===== src/rtl/password_entry_if.sv =====
// Keypad-side and controller-side signals of the password entry stage.
// The master modport is the keypad/controller side; the slave modport is the entry block.
interface password_entry_if;
  logic [3:0]  _Digit_In;
  logic        _Digit_Valid;
  logic [1:0]  _User_Sel;
  logic        _Clear;
  logic [17:0] Data_Out;
  logic        Data_Load;
  logic [2:0]  Digit_Count;
  logic        Timeout;
  logic        Busy;

  modport master (
    output _Digit_In, _Digit_Valid, _User_Sel, _Clear,
    input  Data_Out, Data_Load, Digit_Count, Timeout, Busy
  );

  modport slave (
    input  _Digit_In, _Digit_Valid, _User_Sel, _Clear,
    output Data_Out, Data_Load, Digit_Count, Timeout, Busy
  );
endinterface


===== src/rtl/password_entry.sv =====
// Collects four keypad digits plus a user select into an 18-bit word for the access
// controller, with inter-digit inactivity timeout and a post-load input holdoff.
module password_entry #(
  parameter int TIMEOUT_CYCLES = 50000000,
  parameter int HOLDOFF_CYCLES = 8
) (
  input  logic clk,
  input  logic rst,
  password_entry_if.slave bus
);

  localparam int TMO_W = $clog2(TIMEOUT_CYCLES);
  localparam int HO_W  = $clog2(HOLDOFF_CYCLES + 1);
  localparam logic [TMO_W-1:0] TMO_LAST = TMO_W'(TIMEOUT_CYCLES - 1);
  localparam logic [HO_W-1:0]  HO_LAST  = HO_W'(HOLDOFF_CYCLES - 1);

  typedef enum logic [1:0] {IDLE, COLLECT, LOAD, HOLDOFF} state_t;

  state_t           state_reg;
  logic [11:0]      shift_reg;
  logic [1:0]       user_reg;
  logic [TMO_W-1:0] tmo_cnt_reg;
  logic [HO_W-1:0]  ho_cnt_reg;
  logic [2:0]       count_reg;
  logic [17:0]      data_reg;
  logic             load_reg;
  logic             timeout_reg;
  logic             busy_reg;

  always_ff @(posedge clk) begin
    if (!rst) begin
      state_reg   <= IDLE;
      shift_reg   <= '0;
      user_reg    <= '0;
      tmo_cnt_reg <= '0;
      ho_cnt_reg  <= '0;
      count_reg   <= '0;
      data_reg    <= '0;
      load_reg    <= 1'b0;
      timeout_reg <= 1'b0;
      busy_reg    <= 1'b0;
    end else begin
      load_reg    <= 1'b0;
      timeout_reg <= 1'b0;
      case (state_reg)
        IDLE: begin
          if (bus._Clear) begin
            shift_reg <= '0;
            count_reg <= '0;
          end else if (bus._Digit_Valid) begin
            user_reg    <= bus._User_Sel;
            shift_reg   <= {8'h00, bus._Digit_In};
            count_reg   <= 3'd1;
            tmo_cnt_reg <= '0;
            state_reg   <= COLLECT;
          end
        end
        COLLECT: begin
          if (bus._Clear) begin
            shift_reg   <= '0;
            count_reg   <= '0;
            tmo_cnt_reg <= '0;
            state_reg   <= IDLE;
          end else if (bus._Digit_Valid) begin
            tmo_cnt_reg <= '0;
            shift_reg   <= {shift_reg[7:0], bus._Digit_In};
            if (count_reg == 3'd3) begin
              // Outputs are registered, so the word and load pulse are set on the
              // edge entering LOAD and are therefore visible during the LOAD cycle.
              data_reg  <= {user_reg, shift_reg, bus._Digit_In};
              load_reg  <= 1'b1;
              busy_reg  <= 1'b1;
              count_reg <= 3'd4;
              state_reg <= LOAD;
            end else begin
              count_reg <= count_reg + 3'd1;
            end
          end else if (tmo_cnt_reg == TMO_LAST) begin
            timeout_reg <= 1'b1;
            shift_reg   <= '0;
            count_reg   <= '0;
            tmo_cnt_reg <= '0;
            state_reg   <= IDLE;
          end else begin
            tmo_cnt_reg <= tmo_cnt_reg + TMO_W'(1);
          end
        end
        LOAD: begin
          ho_cnt_reg <= HO_LAST;
          state_reg  <= HOLDOFF;
        end
        HOLDOFF: begin
          // Keypad input and clear are deliberately ignored until the holdoff expires.
          if (ho_cnt_reg == '0) begin
            busy_reg  <= 1'b0;
            count_reg <= '0;
            shift_reg <= '0;
            state_reg <= IDLE;
          end else begin
            ho_cnt_reg <= ho_cnt_reg - HO_W'(1);
          end
        end
        default: state_reg <= IDLE;
      endcase
    end
  end

  assign bus.Data_Out    = data_reg;
  assign bus.Data_Load   = load_reg;
  assign bus.Digit_Count = count_reg;
  assign bus.Timeout     = timeout_reg;
  assign bus.Busy        = busy_reg;

endmodule


===== src/flat_wrapper.sv =====
// flat-port wrapper written by rule: the top's interface ports become plain ports
module password_entry_flat 
#(
  parameter int TIMEOUT_CYCLES = 50000000,
  parameter int HOLDOFF_CYCLES = 8
)
  (clk, rst, bus__Digit_In, bus__Digit_Valid, bus__User_Sel, bus__Clear, bus_Data_Out, bus_Data_Load, bus_Digit_Count, bus_Timeout, bus_Busy);
  password_entry_if bus_i ();
  input  logic clk;
  input  logic rst;
  input wire logic [$bits(bus_i._Digit_In)-1:0] bus__Digit_In;
  input wire logic [$bits(bus_i._Digit_Valid)-1:0] bus__Digit_Valid;
  input wire logic [$bits(bus_i._User_Sel)-1:0] bus__User_Sel;
  input wire logic [$bits(bus_i._Clear)-1:0] bus__Clear;
  output wire logic [$bits(bus_i.Data_Out)-1:0] bus_Data_Out;
  output wire logic [$bits(bus_i.Data_Load)-1:0] bus_Data_Load;
  output wire logic [$bits(bus_i.Digit_Count)-1:0] bus_Digit_Count;
  output wire logic [$bits(bus_i.Timeout)-1:0] bus_Timeout;
  output wire logic [$bits(bus_i.Busy)-1:0] bus_Busy;
  assign bus_i._Digit_In = bus__Digit_In;
  assign bus_i._Digit_Valid = bus__Digit_Valid;
  assign bus_i._User_Sel = bus__User_Sel;
  assign bus_i._Clear = bus__Clear;
  assign bus_Data_Out = bus_i.Data_Out;
  assign bus_Data_Load = bus_i.Data_Load;
  assign bus_Digit_Count = bus_i.Digit_Count;
  assign bus_Timeout = bus_i.Timeout;
  assign bus_Busy = bus_i.Busy;
  password_entry #(.TIMEOUT_CYCLES(TIMEOUT_CYCLES), .HOLDOFF_CYCLES(HOLDOFF_CYCLES)) u_core (.clk(clk), .rst(rst), .bus(bus_i));
endmodule

===== config.mk =====
export PLATFORM = sky130hd
export DESIGN_NAME = password_entry_flat
export DESIGN_NICKNAME = d
export VERILOG_FILES = /design/src/rtl/password_entry_if.sv /design/src/rtl/password_entry.sv /design/src/flat_wrapper.sv
export SDC_FILE = /design/constraint.sdc
export NUM_CORES = 1
export LEC_CHECK = 0
export ABC_AREA = 1
export CAP_MARGIN = 15
export CELL_PAD_IN_SITES_DETAIL_PLACEMENT = 1
export CELL_PAD_IN_SITES_GLOBAL_PLACEMENT = 2
export CORE_MARGIN = 10
export CORE_UTILIZATION = 28
export CTS_CLUSTER_SIZE = 40
export DETAILED_ROUTE_END_ITERATION = 8
export GPL_ROUTABILITY_DRIVEN = 0
export GPL_TIMING_DRIVEN = 0
export PLACE_DENSITY = 0.79
export SLEW_MARGIN = 20
export SYNTH_ARGS = -nofsm -noshare
export SYNTH_HDL_FRONTEND = slang
export SYNTH_SLANG_ARGS = --single-unit

===== constraint.sdc =====
create_clock -name clk -period 1.7 [get_ports clk]
set_clock_uncertainty 0.2 [all_clocks]
set_input_delay 0.17 -clock clk [delete_from_list [all_inputs] [get_ports clk]]
set_output_delay 0.17 -clock clk [all_outputs]
set_load 0.05 [all_outputs]

==> results of run 1 <==
-- synthesized netlist by cell type, types with 3 or more instances --
cell type  number
nand3_1        40
dfxtp_1        70
buf_6           4
nand4_1         9
o21ai_0        21
inv_1          43
nor2_4          4
xor2_1          6
nand2_2         7
a21oi_1        22
inv_2           3
clkbuf_1        6
buf_2           4
nor2_1         98
ha_1            4
nand2_1       118
-- final cells by class --
cell class / count / area, um2 / share of cell area (%)
inverters: 48 / 195 / 3.93
clock inverters: 4 / 95.1 / 1.92
repair buffers: 76 / 712 / 14.4
plain buffers: 15 / 136 / 2.75
clock buffers: 11 / 243 / 4.89
flip-flops and latches: 70 / 1450 / 29.3
multi-input cells: 353 / 1950 / 39.3
well taps: 143 / 179 / 3.61
-- stage by stage --
stage          instance area, um2  util (%)
2_1_floorplan                3360         -
3_3_place_gp                 3860      33.4
3_5_place_dp                 3860      33.4
4_1_cts                      4620      39.9
5_1_grt                      4960      42.9
6_report                     4960      42.9
-- metal layers --
layer / share of wire, % / global-route usage (%) / up-vias
li1: - / - / 1718
met3: 3.3 / 2.81 / 16
met5: 0 / 0 / -
met1: 44 / 15.8 / 1630
met2: 50 / 22.3 / 40
met4: 2.4 / 6.76 / 0
-- timing repair --
action / CTS / global route
endpoints found under the setup margin: 85 / 61
buffers inserted: 25 / 14
gates resized for setup: 98 / 66
endpoints found under the hold margin: 0 / 0
gates cloned: 3 / 2
pin swaps: 18 / 17
-- worst reg2reg max path: cells and delay by family (launching register included) --
family | cells | cell delay, ns
buf+inv | 1 | 0.16
flops | 1 | 0.36
simple gates | 9 | 0.92
-- cells by family after synthesis --
logic type / after synthesis / share of synthesized area, %
AND/OR/NAND/NOR: 290 / 37.7
flip-flops: 70 / 41.9
buffers and inverters: 64 / 8.49
AO/OA/AOI/OAI: 50 / 8.04
XOR/XNOR: 8 / 2.10
adder cells (fa/ha/maj): 4 / 1.50
multiplexers: 1 / 0.299
-- power by group through the flow --
| stage | Clock [mW] | Sequential, mW | Combinational [mW] |
|---|---|---|---|
| finish | 2.21 | 1.70 | 0.400 |
| global route | 2.32 | 1.71 | 0.440 |
| CTS | 2.25 | 1.71 | 0.358 |
| detailed placement | 0 | 1.74 | 0.291 |
| global placement | 0 | 1.74 | 0.288 |
| floorplan | 0 | 1.75 | 0.179 |
-- worst paths after layout --
| check | startpoint | endpoint | slack (ns) |
|---|---|---|---|
| worst min-delay path | bus__Clear | u_core.bus.Timeout | 0.16 |
| worst max-delay path | u_core.tmo_cnt_reg[14] | u_core.tmo_cnt_reg[3] | -0.05 |
| worst min register to register | u_core.bus.Data_Out[10] | u_core.bus.Data_Out[10] | 0.26 |
| worst max register to register | u_core.tmo_cnt_reg[14] | u_core.tmo_cnt_reg[3] | -0.05 |
==> impl_results.md, run 1 <==
- Status: finished with violations
- Failing checks: setup timing
- Design Power: 4.31 mW
- Grt total ovfl: 0
- Vias in the first global route: 3593
- H-tree depth: 3
- Drt initial violations: 153
- Maximum vdd drop: 0.000403 V
- Area Growth Syn to Fin: 48.3%
- Ports: 34
- Hold Crit Depth: 4
- CTS tree: yes
- GRT Util Overall: 13.3%
- Final HPWL DP: 7370 um
- Ys async rst share: 0%
- Hold_ws: 0.164 ns
- Final non-filler cell total: 720
- Routed via count: 3404
- Syn. warnings: 0
- Drt pass-1 iters: 4
- Setup_tns: -0.742 ns
- Vias/cell: 4.73
- Yosys reg bits: 70
- CTS root buffer: clkbuf_16
- Antenna violations before repair: 0
- Port Buffer Count: 32
- DRC Markers: 0
- Yosys top cell by area: dfxtp_1
- Final setup violation count: 32
- # hold bufs at CTS: 0
- Synth area leaders: dfxtp_1 42%, nand2_1 13%, nor2_1 11%
- WL final: 11100 um
- Routed Antenna Nets: 0
- Final Cycle Share: 103%
- Post-Syn Instances: 487
- Layout cell share with drive strength beyond 1: 30.0%
- Later-pin clock latency in the skew report: 0.34 ns
- HP Class: in2reg
- Switching part of the total: 23.3%
- CP Depth: 10
- Clk buf depth: 2
- Post-Place Worst Slack: -0.448 ns
- Critical path, cell by cell: nand2_2 > nor2_2 > nand2_1 > nor2_2 > nand3_4 > nand2_8 > nand2_4 > nand2_8 > clkbuf_16 > nor2_1
- # rows: 39
- Fin crit period: 1.75 ns
- Worst Path Class, Setup: reg2reg
- R2R cell count: 10
- Synth Flop Type: dfxtp_1
- Starting Density: 28.9%
- Post-synthesis net count: 501
- # fillers: 1399
- Max-cap viol count: 0
- WP buf/inv: 1
- Die area: 0.0167 mm2
- Relative slew slack: 61.9%
- CP arrival: 1.78 ns
- Post-synth EDFFs: 0
- Synthesized area: 0.00334 mm2
- DP Cell Count: 662
- First-pass GRT wire length: 17800 um
- RSZ-0062 raised after global routing: true
- CORE AREA: 0.0116 mm2
- Netlist cell types: 35
- Fmax: 572 MHz
- Psw: 1.00 mW
- Antenna diodes: 0
- Critical path's slowest cell: dfxtp_2
- Int Pwr: 3.31 mW
- Most common cell after layout, fill and taps aside: nand2_1
- Register share of total power: 39.5%
- Pwr dens: 869 mW/mm2
- Worst setup margin: -0.0492 ns
- Hold Vio Cnt, Final: 0
- Worst path top cell family by delay: simple AND/OR/NAND/NOR gates
- Sink Count: 70
- Crit path largest cell delay: 0.36 ns
- Largest register FFs: 26
- P_leak: 2.24 nW
- Clk slew on worst S/H paths: 0.06 ns
- Maximum fanout along the worst path: 6
- Clk pwr share: 51.2%
- Fin. max-slew vios: 0
- Startpoint types: register
- Die W: 129 um
- Die height: 129 um
- Area share of the largest cell type after synthesis: 41.9%
- Fin nets: 587
- CTS buffer count: 9
- Largest net degree at the start of global routing: 12
- Most frequent cells in the layout: 105 x nand2_1, 81 x nor2_1, 42 x dfxtp_1
- Wire per inst: 15.4 um
- Req. time, crit path: 1.73 ns
- Post-synthesis sequential area ratio: 41.9%
- Avg Cell Area, Syn: 6.87 um2
- Comb pwr share: 9.3%
- Crit. End Element: register
- Least-Margin Pin Slew: 0.572 ns
Note: power is estimated with default switching activity, not from simulation.
==> run 2: changes to the inputs <==
CORE_UTILIZATION = 31   (was 28)
PLACE_DENSITY = 0.83   (was 0.79)
clock period = 1.8 ns   (was 1.7 ns; I/O delays follow)
==> impl_results.md, run 2 (synthesized netlist as in run 1, its figures left out) <==
- Status: completed
- First-pass GRT wire length: 16900 um (-4.8%)
- Vias in the first global route: 3414 (-5.0%)
- Maximum vdd drop: 0.000386 V (-4.1%)
- Routed via count: 3297 (-3.1%)
- HP Class: in2reg
- H-tree depth: 3 (unchanged)
- Later-pin clock latency in the skew report: 0.35 ns (about the same)
- Worst Path Class, Setup: reg2reg
- CTS tree: yes
- Worst setup margin: 0.000302 ns (+0.0495 ns)
- Die W: 124 um (-4.2%)
- Pwr dens: 736 mW/mm2 (-15%)
- Port Buffer Count: 32 (unchanged)
- Startpoint types: register
- Met3 usage: 3.39% (+0.58 points)
- WL final: 10700 um (-4.2%)
- # rows: 37 (-5.1%)
- Met1 usage: 18.0% (+2.3 points)
- Grt total ovfl: 0 (unchanged)
- CTS root buffer: clkbuf_8
- Maximum fanout along the worst path: 6 (unchanged)
- Crit. End Element: register
- Fmax: 556 MHz (-2.8%)
- Area post-placement: 0.00384 mm2 (-0.65%)
- Area Growth Syn to Fin: 40.4%
- Clk slew on worst S/H paths: 0.08 ns (+0.02 ns)
- Routed Antenna Nets: 0 (unchanged)
- Largest register FFs: 26 (unchanged)
- CORE AREA: 0.0104 mm2 (-9.9%)
- Die area: 0.0153 mm2 (-8.2%)
- # hold bufs at CTS: 0 (unchanged)
- GRT Util Overall: 13.8% (+0.52 points)
- CTS buffer count: 9 (unchanged)
- CP arrival: 1.85 ns (+0.07 ns)
- Ports: 34 (unchanged)
- Antenna diodes: 0 (unchanged)
- Least-Margin Pin Slew: 0.553 ns (-0.0188 ns)
- Most common cell after layout, fill and taps aside: nand2_1
- Sink Count: 70 (unchanged)
- Starting Density: 32.1% (+3.2 points)
- Die height: 124 um (-4.2%)
- Vias/cell: 4.74 (+0.34%)
- Finished Cell Area: 0.00470 mm2 (-5.3%)
- Relative slew slack: 63.1% (+1.3 points)
- Final HPWL DP: 7260 um (-1.5%)
- Hold Vio Cnt, Final: 0 (unchanged)
- Max-cap viol count: 0 (unchanged)
- Drt initial violations: 109 (-29%)
- Antenna violations before repair: 0 (unchanged)
- Final setup violation count: 0 (-100%)
- Req. time, crit path: 1.85 ns (+0.12 ns)
- Final Cycle Share: 100% (-2.9 points)
- Largest net degree at the start of global routing: 13 (+1)
- Clk buf depth: 2 (unchanged)
- Multi-input logic area: 0.00192 mm2 (-1.3%)
- Fin crit period: 1.80 ns (+0.0505 ns)
- Register Area: 0.00145 mm2 (-0.26%)
- Wire per inst: 15.3 um (-0.76%)
- Post-Place Worst Slack: -0.320 ns (+0.128 ns)
- Fin nets: 569 (-3.1%)
- RSZ-0062 raised after global routing: true
- P_leak: 2.12 nW (-5.4%)
- Met2 Use GR: 22.1% (-0.19 points)
- Fin. max-slew vios: 0 (unchanged)
- Drt pass-1 iters: 4 (unchanged)
- DRC Markers: 0 (unchanged)
- Layout cell share with drive strength beyond 1: 25.9% (-4.0 points)
- Most frequent cells in the layout: 107 x nand2_1, 87 x nor2_1, 47 x dfxtp_1
- GRT busiest layer: met2
- # fillers: 1331 (-4.9%)
[run 2: final timing paths]
path	slack (ns)	startpoint	to	cells after the start
max	0.0003	u_core.tmo_cnt_reg[1]	u_core.shift_reg[11]	12
min	0.0004	bus__Clear	u_core.bus.Timeout	4
max reg2reg	0.0003	u_core.tmo_cnt_reg[1]	u_core.shift_reg[11]	12
min reg2reg	0.24	u_core.ho_cnt_reg[0]	u_core.ho_cnt_reg[0]	1
[run 2: layout make-up]
cell class | instances | area share, %
Buffer | 16 | 3.22
Clock buffer | 11 | 3.22
Clock inverter | 4 | 1.65
Inverter | 48 | 4.13
Multi-Input combinational cell | 353 | 41.0
Sequential cell | 70 | 30.8
Tap cell | 136 | 3.62
Timing Repair Buffer | 57 | 12.4
[run 2: what timing repair did]
item	4_1_cts	5_1_grt
buffers inserted	8	12
pin swaps	7	25
resized for setup	73	76
gates cloned	2	3
hold endpoints to repair	0	0
endpoints found under the setup margin	73	61
[run 2: worst max-delay path: stages, from the launching register on]
cell and delay, ns:
dfxtp_4 0.37, ha_4 0.13, nand2_2 0.05, inv_2 0.09, nand2_2 0.07, inv_2 0.06
nand3_2 0.10, nand2_4 0.10, buf_12 0.14, clkbuf_16 0.15, nand3_2 0.07, nand2_1 0.10
nor2_1 0.05
[run 2: through the flow]
| stage | power (mW) | hold slack, ns | util (%) | cells | TNS [ns] |
|---|---|---|---|---|---|
| 6_report | 3.46 | 0.000394 | 45.1 | 695 | 0 |
| 2_1_floorplan | 1.82 | 0.141 | - | 487 | 0 |
| 3_5_place_dp | 1.91 | 0.252 | 36.9 | 655 | -14.01 |
| 3_3_place_gp | 1.91 | 0.243 | 36.9 | 655 | -13.90 |
| 5_1_grt | 3.61 | 0.0153 | 45.1 | 695 | -0.627 |
| 4_1_cts | 3.47 | 0.0698 | 41.2 | 680 | 0 |
[run 2: power breakdown]
part	switching [mW]	leakage (nW)	total [mW]	internal, mW
Combinational	0.209	1.43	0.355	0.146
Sequential	0.0318	0.580	1.60	1.57
Clock	0.639	0.116	1.50	0.859
[run 2: layer usage]
| metal | vias up | part of all wire (%) |
|---|---|---|
| met1 | 1565 | 46 |
| met5 | - | 0 |
| met2 | 42 | 49 |
| met3 | 11 | 3.9 |
| met4 | 0 | 1.2 |
| li1 | 1679 | - |
==> run 3: changes to the inputs <==
ABC_AREA = unset   (was 1)
CORE_UTILIZATION = 34   (was 31)
PLACE_DENSITY = 0.84   (was 0.83)
RECOVER_POWER = 50   (was unset)
==> impl_results.md, run 3 <==
- # hold bufs at CTS: 0 (unchanged)
- Critical path's slowest cell: or4_4
- DP Cell Count: 487 (-26%)
- Post-Synth Adder-Cell Area: 1.66% (+0.16 points)
- Post-Place Worst Slack: -0.644 ns (-0.324 ns)
- Drt initial violations: 104 (-4.6%)
- Sink Count: 70 (unchanged)
- Switching part of the total: 27.6% (+2.1 points)
- Port Buffer Count: 32 (unchanged)
- Yosys top cell by area: dfxtp_1
- Crit. End Element: register
- WP buf/inv: 1 (-3)
- Largest net degree at the start of global routing: 16 (+3)
- CTS tree: yes
- Comb pwr share: 7.9% (-2.4 points)
- Netlist cell types: 54 (+54%)
- DRC Markers: 0 (unchanged)
- Fin. max-slew vios: 0 (unchanged)
- Later-pin clock latency in the skew report: 0.35 ns (about the same)
- Syn. warnings: 0 (unchanged)
- Wire per inst: 16.5 um (+7.9%)
- Startpoint types: register
- Maximum vdd drop: 0.000336 V (-13%)
- CORE AREA: 0.00868 mm2 (-17%)
- Area post-placement: 0.00352 mm2 (-8.4%)
- Vias/cell: 5.16 (+8.8%)
- Area Growth Syn to Fin: 40.8%
- Final Cycle Share: 113% (+13 points)
- Req. time, crit path: 1.85 ns (about the same)
- Post-Syn Instances: 347 (-29%)
- Final HPWL DP: 5820 um (-20%)
- Post-synthesis sequential area ratio: 46.5% (+4.6 points)
- Vias in the first global route: 2740 (-20%)
- Post-synth EDFFs: 0 (unchanged)
- H-tree depth: 3 (unchanged)
- Finished Cell Area: 0.00425 mm2 (-9.6%)
- Synth area leaders: dfxtp_1 46%, nand2_1 6.6%, xnor2_1 4.9%
- Die W: 114 um (-7.8%)
- Critical path, cell by cell: nand4_1 > nand4b_1 > or4_4 > nand2b_4 > clkbuf_16 > nor2_1
- Synth Flop Type: dfxtp_1
- Ports: 34 (unchanged)
- Least-Margin Pin Slew: 0.619 ns (+0.0661 ns)
- Final non-filler cell total: 533 (-23%)
- Fin nets: 434 (-24%)
- Clk slew on worst S/H paths: 0.08 ns (about the same)
- Relative slew slack: 58.7% (-4.4 points)
- P_leak: 1.60 nW (-24%)
- Yosys reg bits: 70 (unchanged)
- Psw: 0.833 mW (-5.4%)
- Register share of total power: 51.7% (+5.3 points)
- # rows: 34 (-8.1%)
- HP Class: in2reg
- Design Power: 3.02 mW (-13%)
- Starting Density: 34.7% (+2.6 points)
- Post-synthesis net count: 361 (-28%)
- Mux contribution to synthesized area: 1.37% (+1.1 points)
- Fin crit period: 2.03 ns (+0.226 ns)
- Antenna violations before repair: 0 (unchanged)
- Antenna diodes: 0 (unchanged)
- CTS root buffer: clkbuf_8
- Most frequent cells in the layout: 53 x dfxtp_1, 49 x nand2_1, 32 x nor2_1
- Hold Vio Cnt, Final: 0 (unchanged)
- Largest register FFs: 26 (unchanged)
- Largest family of logic cells by synthesized area: simple AND/OR/NAND/NOR gates
- Die height: 114 um (-7.8%)
- Most common cell in the netlist: dfxtp_1
- Max-cap viol count: 0 (unchanged)
- Int Pwr: 2.19 mW (-15%)
- Area share of the largest cell type after synthesis: 46.5% (+4.6 points)
- Post-synth top cells: 70 x dfxtp_1, 53 x nand2_1, 37 x nor2_1
- Pwr dens: 711 mW/mm2 (-3.4%)
- Synthesized area: 0.00302 mm2 (-9.8%)
- Avg Cell Area, Syn: 8.69 um2 (+27%)
- Clk buf depth: 2 (unchanged)
- Routed via count: 2751 (-17%)
- Most common cell after layout, fill and taps aside: dfxtp_1
- Post-Synth Simple-Gate Area: 25.5% (-12 points)
- CP arrival: 2.08 ns (+0.23 ns)
- Clk pwr share: 40.4% (-2.9 points)
- Ys async rst share: 0% (unchanged)
- Compound-gate portion of the synthesized area: 14.1% (+6.1 points)
- Worst path top cell family by delay: simple AND/OR/NAND/NOR gates
- Die area: 0.0130 mm2 (-15%)
- Final setup violation count: 37 (+37)
- Layout cell share with drive strength beyond 1: 28.9% (+3.0 points)
- Worst Path Class, Setup: reg2reg
- Worst setup margin: -0.225 ns (-0.226 ns)
- Routed Antenna Nets: 0 (unchanged)
- RSZ-0062 raised after global routing: true
- Status: finished with violations
- CTS buffer count: 9 (unchanged)
- Xor-xnor portion of the synthesized cell area: 6.10% (+4.0 points)
- Fmax: 494 MHz (-11%)
- WL final: 8820 um (-17%)
- First-pass GRT wire length: 13900 um (-18%)
- Failing checks: setup timing
- Grt total ovfl: 0 (unchanged)
- Maximum fanout along the worst path: 8 (+2)
- GRT Util Overall: 13.0% (-0.78 points)
- Crit path largest cell delay: 0.57 ns (+0.20 ns)
- Drt pass-1 iters: 4 (unchanged)
## run 3: cell count changes after synthesis, sizes merged, moves of 5 or more
cell,delta
nor2,-67
nor4,+9
nand2,-73
a21oi,+7
nand4,-5
a22o,+13
and3,+6
o21ai,-17
nor3,+8
inv,-33
nand3,-31
xnor2,+15
## run 3: worst paths after layout
kind	from	endpoint	slack, ns	cells after the start
worst min-delay path	bus__Clear	u_core.bus.Digit_Count[0]	0.15	4
worst min register to register	u_core.bus.Data_Out[1]	u_core.bus.Data_Out[1]	0.26	2
worst max register to register	u_core.tmo_cnt_reg[12]	u_core.tmo_cnt_reg[17]	-0.23	6
worst max-delay path	u_core.tmo_cnt_reg[12]	u_core.tmo_cnt_reg[17]	-0.23	6
## run 3: what timing repair did
item                       4_1_cts  5_1_grt
setup endpoints to repair       87       56
gates resized for setup         78       35
pin swaps                       24       14
cloned                           1        2
setup buffers                   17       14
## run 3: per-layer routing
metal | wire (um) | vias to the layer above | track usage, %
met5 | 0 | - | 0
met4 | 100 | 0 | 5.01
met3 | 362 | 11 | 2.99
met2 | 4420 | 36 | 22.0
met1 | 3940 | 1345 | 15.7
li1 | - | 1359 | -
## run 3: kinds of logic (layout without fill, tap and decap cells)
group,Yosys count,after routing
flops,70,70
buf+inv,31,109
xor+xnor,21,21
compound gates,62,62
mux,4,4
fa+ha+maj,4,4
simple gates,155,155
## run 3: per-stage QoR
stage / hold WS (ns) / util (%) / setup TNS [ns]
after floorplan: 0.105 / - / -1.26
after global placement: 0.241 / 40.5 / -26.64
after detailed placement: 0.251 / 40.5 / -27.91
after CTS: 0.0911 / 46.1 / -5.55
after global routing: 0.179 / 48.9 / -10.16
final: 0.148 / 48.9 / -5.57
## run 3: worst register-to-register path, delay by kind of cell, from the launching register on
family,cells,cell delay (ns)
and+or+nand+nor,5,1.17
DFF,1,0.38
buffers and inverters,1,0.17
## run 3: area by class of cell
cell class | count | area [um2]
repair buffers | 63 | 601
clock inverters | 7 | 62.6
multi-input cells | 246 | 1700
fillers | 1013 | 4430
inverters | 13 | 48.8
flip-flops and latches | 70 | 1440
plain buffers | 17 | 138
well taps | 108 | 135
clock buffers | 9 | 124
## run 3: power by group through the flow
stage / sequential, mW / clock [mW] / combinational, mW
finish: 1.56 / 1.22 / 0.239
detailed placement: 1.60 / 0 / 0.166
floorplan: 1.61 / 0 / 0.101
global placement: 1.60 / 0 / 0.164
global route: 1.56 / 1.33 / 0.258
CTS: 1.56 / 1.26 / 0.210
